[config.mk]
export PLATFORM = sky130hd
export DESIGN_NAME = m68k_bus_sequencer
export DESIGN_NICKNAME = d
export VERILOG_FILES = /design/src/rtl/m68k_bus_sequencer.sv
export SDC_FILE = /design/constraint.sdc
export NUM_CORES = 1
export LEC_CHECK = 0
export CAP_MARGIN = 20
export CORE_MARGIN = 2
export CORE_UTILIZATION = 25
export CTS_BUF_LIST = sky130_fd_sc_hd__clkbuf_2
export DETAILED_ROUTE_END_ITERATION = 12
export MAX_ROUTING_LAYER = met4
export PLACE_DENSITY_LB_ADDON = 0.05
export SYNTH_ARGS = -nofsm -noshare
export SYNTH_HDL_FRONTEND = slang
export SYNTH_SLANG_ARGS = --single-unit
[constraint.sdc]
create_clock -name SYSCLK -period 2.1 [get_ports SYSCLK]
set_clock_uncertainty 0.15 [all_clocks]
set_input_delay 0.42 -clock SYSCLK [delete_from_list [all_inputs] [get_ports SYSCLK]]
set_output_delay 0.42 -clock SYSCLK [all_outputs]
set_load 0.01 [all_outputs]
[src/rtl/m68k_bus_sequencer.sv]
// 68000-style asynchronous bus cycle sequencer driven by MC clock edge strobes.
// Walks S0..S7 per host request and reports completion or timeout via ACK/ERR.
module m68k_bus_sequencer #(
  parameter logic [7:0] TIMEOUT = 8'd200
) (
  input  logic        SYSCLK,
  input  logic        RESET,
  input  logic        MCCLK_FALLING,
  input  logic        MCCLK_RISING,
  input  logic        DTACK_LATCH,
  input  logic        REQ,
  input  logic        REQ_RW,
  input  logic [1:0]  REQ_BE,
  input  logic [22:0] REQ_ADDR,
  input  logic [15:0] REQ_WDATA,
  output logic        ACK,
  output logic        ERR,
  output logic [15:0] RDATA,
  output logic        BUSY,
  output logic [22:0] BUS_ADDR,
  output logic        BUS_AS,
  output logic        BUS_UDS,
  output logic        BUS_LDS,
  output logic        BUS_RW,
  output logic [15:0] BUS_DOUT,
  output logic        BUS_DOE,
  input  logic [15:0] BUS_DIN
);

  typedef enum logic [2:0] {IDLE, S0, S2, S3, S4W, S6, S7, REL} state_t;

  state_t      state, state_d;
  logic        rw_q, rw_d;
  logic [1:0]  be_q, be_d;
  logic [15:0] wdata_q, wdata_d;
  logic [7:0]  cnt_q, cnt_d;
  logic        err_q, err_d;
  logic [22:0] addr_d;
  logic        as_d, uds_d, lds_d, bus_rw_d, doe_d, ack_d, err_out_d;
  logic [15:0] dout_d, rdata_d;
  logic        fall, rise;

  // Coincident strobes are ambiguous, so neither one counts.
  assign fall = MCCLK_FALLING & ~MCCLK_RISING;
  assign rise = MCCLK_RISING & ~MCCLK_FALLING;
  assign BUSY = (state != IDLE);

  always_comb begin
    state_d   = state;
    rw_d      = rw_q;
    be_d      = be_q;
    wdata_d   = wdata_q;
    cnt_d     = cnt_q;
    err_d     = err_q;
    addr_d    = BUS_ADDR;
    as_d      = BUS_AS;
    uds_d     = BUS_UDS;
    lds_d     = BUS_LDS;
    bus_rw_d  = BUS_RW;
    dout_d    = BUS_DOUT;
    doe_d     = BUS_DOE;
    rdata_d   = RDATA;
    ack_d     = 1'b0;
    err_out_d = 1'b0;
    case (state)
      IDLE: if (REQ && fall) begin
        rw_d     = REQ_RW;
        be_d     = REQ_BE;
        wdata_d  = REQ_WDATA;
        err_d    = (REQ_BE == 2'b00);
        addr_d   = REQ_ADDR;
        bus_rw_d = REQ_RW;
        state_d  = S0;
      end
      S0: if (rise) begin
        as_d = 1'b0;
        if (rw_q) begin
          uds_d = ~be_q[1];
          lds_d = ~be_q[0];
        end
        state_d = S2;
      end
      S2: if (fall) begin
        if (!rw_q) begin
          doe_d  = 1'b1;
          dout_d = wdata_q;
        end
        state_d = S3;
      end
      S3: if (rise) begin
        if (!rw_q) begin
          uds_d = ~be_q[1];
          lds_d = ~be_q[0];
        end
        cnt_d   = '0;
        state_d = S4W;
      end
      S4W: if (fall) begin
        if (DTACK_LATCH) begin
          state_d = S6;
        end else if (cnt_q == TIMEOUT) begin
          err_d   = 1'b1;
          state_d = S7;
        end else if (cnt_q != '1) begin
          cnt_d = cnt_q + 8'd1;
        end
      end
      S6: if (rise) state_d = S7;
      S7: if (fall) begin
        if (rw_q && !err_q) rdata_d = BUS_DIN;
        as_d      = 1'b1;
        uds_d     = 1'b1;
        lds_d     = 1'b1;
        ack_d     = 1'b1;
        err_out_d = err_q;
        state_d   = REL;
      end
      REL: if (rise) begin
        doe_d    = 1'b0;
        bus_rw_d = 1'b1;
        state_d  = IDLE;
      end
      default: state_d = IDLE;
    endcase
  end

  always_ff @(negedge SYSCLK) begin
    if (RESET) begin
      state    <= IDLE;
      rw_q     <= 1'b1;
      be_q     <= '0;
      wdata_q  <= '0;
      cnt_q    <= '0;
      err_q    <= 1'b0;
      BUS_ADDR <= '0;
      BUS_AS   <= 1'b1;
      BUS_UDS  <= 1'b1;
      BUS_LDS  <= 1'b1;
      BUS_RW   <= 1'b1;
      BUS_DOUT <= '0;
      BUS_DOE  <= 1'b0;
      RDATA    <= '0;
      ACK      <= 1'b0;
      ERR      <= 1'b0;
    end else begin
      state    <= state_d;
      rw_q     <= rw_d;
      be_q     <= be_d;
      wdata_q  <= wdata_d;
      cnt_q    <= cnt_d;
      err_q    <= err_d;
      BUS_ADDR <= addr_d;
      BUS_AS   <= as_d;
      BUS_UDS  <= uds_d;
      BUS_LDS  <= lds_d;
      BUS_RW   <= bus_rw_d;
      BUS_DOUT <= dout_d;
      BUS_DOE  <= doe_d;
      RDATA    <= rdata_d;
      ACK      <= ack_d;
      ERR      <= err_out_d;
    end
  end

endmodule

[Word level (Yosys, flattened, before mapping)]
Index checks and enable logic that the tools add are counted.
Cells by class
  bitwise logic cells: 9
  mux-type cells: 42
  add/subtract/negate cells: 1
  equal/unequal tests: 25
  reductions and logical operators: 24
Operator list (count)
  $mux 8: 5
  $mux 3: 10
  $ne 2x2->1 const B: 15
  $pmux 3 s8: 1
  $mux 1: 19
  $pmux 8 s2: 1
  $eq 3x3->1 const B: 4
  $reduce_and 3->1: 4
  $reduce_and 6->1: 2
  $reduce_bool 2->1: 5
  $reduce_and 9->1: 1
  $add 8x1->8 const B: 1
  $eq 8x8->1 const B: 1
  $ne 8x8->1 const B: 1
  $pmux 1 s2: 4
  $not 1->1: 7
  $eq 3x2->1 const B: 2
  $pmux 1 s3: 2
  $reduce_bool 3->1: 2
  $reduce_and 5->1: 1
  $reduce_and 4->1: 1
  $eq 3x1->1 const B: 1
  $logic_not 3->1: 1
  $ne 3x3->1 const B: 1
  other kinds (7): 9
Storage, ports and cells
  register bits after elaboration: 93
  word-level logic and storage cells: 117
  input bits: 64
  output and inout port bits: 63

[Longest topological paths before layout]
  depth after elaboration: 6
  depth in mapped cells: 7
  gate-level depth less buffers: 6

==> results.yml <==
critical_path:
  critical_path_buf_inv_count: 2
  largest_stage_delay_worst_path_ns: 0.33
  crit_family: "flip-flops"
  critical_path.cell_chain: "nor3_4 > inv_2 > buf_6"
  critical_path.endpoint_type: "primary output"
  start_kind: "flop"
  worst_reg2reg_setup_slack_ns: 0.27
  worst_path_maximum_fanout: 2
  r2r_end: "RDATA[3]"
  worst_r2r_path_depth: 7
  crit_type: "reg2out"
  reg2reg_from: "state[1]"
  critPathRequiredTime_ns: 1.53
  worst-endpoint-arrival_ns: 2.34
  critPathSlowestCell: "sky130_fd_sc_hd__dfxtp_1"
global_routing:
  antenna_found_initial: 1
  grt_usage: 0.155
  grt_pass1_wl_mm: 19.0
  first_global_vias: 4079
  total_gr_overflow: 0
  largest_net_degree_at_the_start_of_global_routing: 32
placement:
  gp_congestion: 0.705
  hpwl_after_detailed_placement_mm: 7.49
  placement.io_buffers: 126
  placed_cells_incl_taps: 757
clock_tree:
  clock_tree.htree_level_count: 3
  cts_tree: "built"
  clockBufferDepth: 2
  tritoncts.num_buffers: 9
  clk_slew_on_worst_s_h_paths_ns: 0.06
  ctsHoldBuffers: 0
  worstSkewPairLatency_ns: 0.57
  root_buffer_selected_by_cts: "sky130_fd_sc_hd__clkbuf_2"
  clock_sinks: 93
hold_path:
  worst_hold_path_type: "reg2reg"
  timing.hold.worst.start: "wdata_q[15]"
  worst_hold_path.endpoint: "BUS_DOUT[15]"
  min_delay_path_depth: 2
logic_synthesis:
  async_flop_share: 0
  post_synth_xor_area_fraction: 0.00239
  avgSynthCellArea_um2: 8.55
  yosys.area_share.simple: 0.237
  combinational_family_with_the_most_area_after_synthesis: "simple AND/OR/NAND/NOR gates"
  yosys_register_bits: 93
  synth_enable_flop_cells: 0
  synth-warning-count: 0
  netlist_instances: 429
  ys_dominant_reg_cell: "sky130_fd_sc_hd__dfxtp_1"
  seq_total_area_yosys: 0.508
  synth_fp_nets: 495
  distinct_cell_type_count_after_synthesis: 48
  yosysTopAreaCellShare: 0.508
  synth.largest_area_cell: "sky130_fd_sc_hd__dfxtp_1"
  adder_cell_area_share_of_the_yosys_netlist: 0.00682
  syn_area_um2: 3670
  fraction_of_the_mapped_netlist_area_in_compound_gates: 0.148
  synth_most_common_cell: "sky130_fd_sc_hd__nand2_1"
  synth_common_cells: "sky130_fd_sc_hd__nand2_1 (124), sky130_fd_sc_hd__dfxtp_1 (93), sky130_fd_sc_hd__a21oi_1 (64)"
  mux_share_of_post_synthesis_cell_area: 0.0491
  synth.top_cells.by_area: "sky130_fd_sc_hd__dfxtp_1 (51%), sky130_fd_sc_hd__nand2_1 (13%), sky130_fd_sc_hd__a21oi_1 (8.7%), sky130_fd_sc_hd__mux2i_1 (4.9%), sky130_fd_sc_hd__nor2_1 (2.1%)"
final_layout:
  final_cell_count_no_fill: 897
  final-seq-area_um2: 1940
  proportion_of_layout_cells_with_a_drive_suffix_above_1: 0.479
  filler_cell_count: 1432
  syn_to_final_growth_pct: 90.1
  multi_input_area_um2: 2200
  finish.net_count: 773
floorplanning:
  die_area_um2: 15700
  floorplan.die.width_um: 125
  initial_core_util: 0.254
  site_rows: 44
  pin_count: 127
  fp.coreArea_um2: 14400
  die_height_um: 125
detailed_routing:
  detail-route-antenna-nets: 0
  detail_route.wirelength_mm: 12.6
  detailedRoute.firstIterationViolations: 181
  routed-via-count: 4064
  drt_drc_violations_left: 0
  drtPass1Iterations: 4
  wire_length_per_cell_um: 14.1
  vias_per_cell: 4.53
timing:
  drv_slew: 0
  hold_ws_ns: 0.273
  slew_headroom: 0.674
  hold_viol_final: 0
  rsz0062_at_grt: "true"
  transition_time_of_the_tightest_slew_check_pin_ns: 0.486
  fin_ws_ns: -0.808
  setup_failing_eps_final: 153
status:
  run_status: "complete, but fails checks"
  violations: "negative setup slack"
flow_run:
  max-cap-violations: 0
pwr:
  ir_worst_vdd_v: 0.000309
  leakage_nw: 3.11
  cellPowerDensity_nw_per_um2: 537
registers in the layout, summed over array words and instances (netlist names), 2 cells and up:
signal,flops
BUS_DOUT,16
BUS_ADDR,23
state,3
RDATA,16
cnt_q,8
be_q,2
wdata_q,16
per-layer routing:
metal  global-route usage  part of all wire
met5                    -                 0
met4               0.0837             0.015
met3               0.0633             0.046
met2                0.234              0.48
met1                0.175              0.46
where the power goes:
group	switching (mW)	internal (mW)	total, mW
combinational	0.211	0.270	0.481
sequential	0.0244	1.80	1.82
clock	1.06	0.383	1.45
total	1.30	2.45	3.75
layout by cell type (no fill, tap or decap), types with 3 or more instances in the layout:
cell                                n
sky130_fd_sc_hd__buf_4             47
sky130_fd_sc_hd__buf_2              3
sky130_fd_sc_hd__a31oi_1           12
sky130_fd_sc_hd__a21oi_1           19
sky130_fd_sc_hd__nand2_1           72
sky130_fd_sc_hd__clkdlybuf4s50_1   58
sky130_fd_sc_hd__nor2_1            21
sky130_fd_sc_hd__inv_1            103
sky130_fd_sc_hd__nor3_1             5
sky130_fd_sc_hd__a21oi_2           45
sky130_fd_sc_hd__nand2_2           25
sky130_fd_sc_hd__buf_8              3
sky130_fd_sc_hd__buf_6             75
sky130_fd_sc_hd__dfxtp_1           29
sky130_fd_sc_hd__buf_12            11
sky130_fd_sc_hd__nand2_4           27
sky130_fd_sc_hd__clkbuf_2          10
sky130_fd_sc_hd__mux2i_1           18
sky130_fd_sc_hd__dfxtp_2           64
sky130_fd_sc_hd__clkbuf_16          3
sky130_fd_sc_hd__nand2b_1           8
layout make-up:
type,instances,area share
multi-input cells,301,0.315
repair buffers,201,0.307
flip-flops and latches,93,0.278
clock inverters,100,0.0558
well taps,184,0.0330
clock buffers,9,0.00646
inverters,8,0.00431
diodes,1,0.000359
timing repair:
item | 4_1_cts | 5_1_grt
pin swaps | 16 | 55
gates resized for setup | 420 | 145
gates cloned | 5 | 5
buffers inserted | 11 | 18
setup endpoints to repair | 155 | 142
through the flow:
step / setup TNS, ns / power, mW / setup WS [ns] / utilization / instance area [µm²]
final: -44.10 / 3.75 / -0.808 / 0.483 / 6970
after global routing: -46.74 / 4.10 / -0.963 / 0.483 / 6970
after CTS: -43.48 / 3.80 / -0.923 / 0.443 / 6390
after detailed placement: -120.08 / 2.46 / -1.15 / 0.380 / 5480
after global placement: -117.51 / 2.46 / -1.12 / 0.380 / 5480
after floorplan: -43.20 / 2.26 / -0.747 / - / 3830
worst min-delay path, stage by stage (launching register included):
cell and delay (ns):
sky130_fd_sc_hd__dfxtp_1 0.31, sky130_fd_sc_hd__nand2_1 0.05, sky130_fd_sc_hd__a21oi_1 0.05
how the worst max path moves through the flow:
stage,endpoint,start,slack [ns],cells past startpoint
6_report,BUSY,state[0],-0.81,3
5_1_grt,BUSY,state[1],-0.96,3
4_1_cts,BUSY,state[1],-0.92,3
3_5_place_dp,BUS_DOUT[10],MCCLK_RISING,-1.15,5
3_3_place_gp,BUS_DOUT[15],MCCLK_RISING,-1.12,5
2_1_floorplan,RDATA[1],MCCLK_RISING,-0.75,6
cell families after synthesis:
family                     after synthesis
DFF                                     93
AOI/OAI and AO/OA                       94
xor gates and xnor gates                 1
buffers and inverters                   37
muxes                                   18
and+or+nand+nor                        184
adders and majority gates                2
Power figures use the tool's default switching activity.
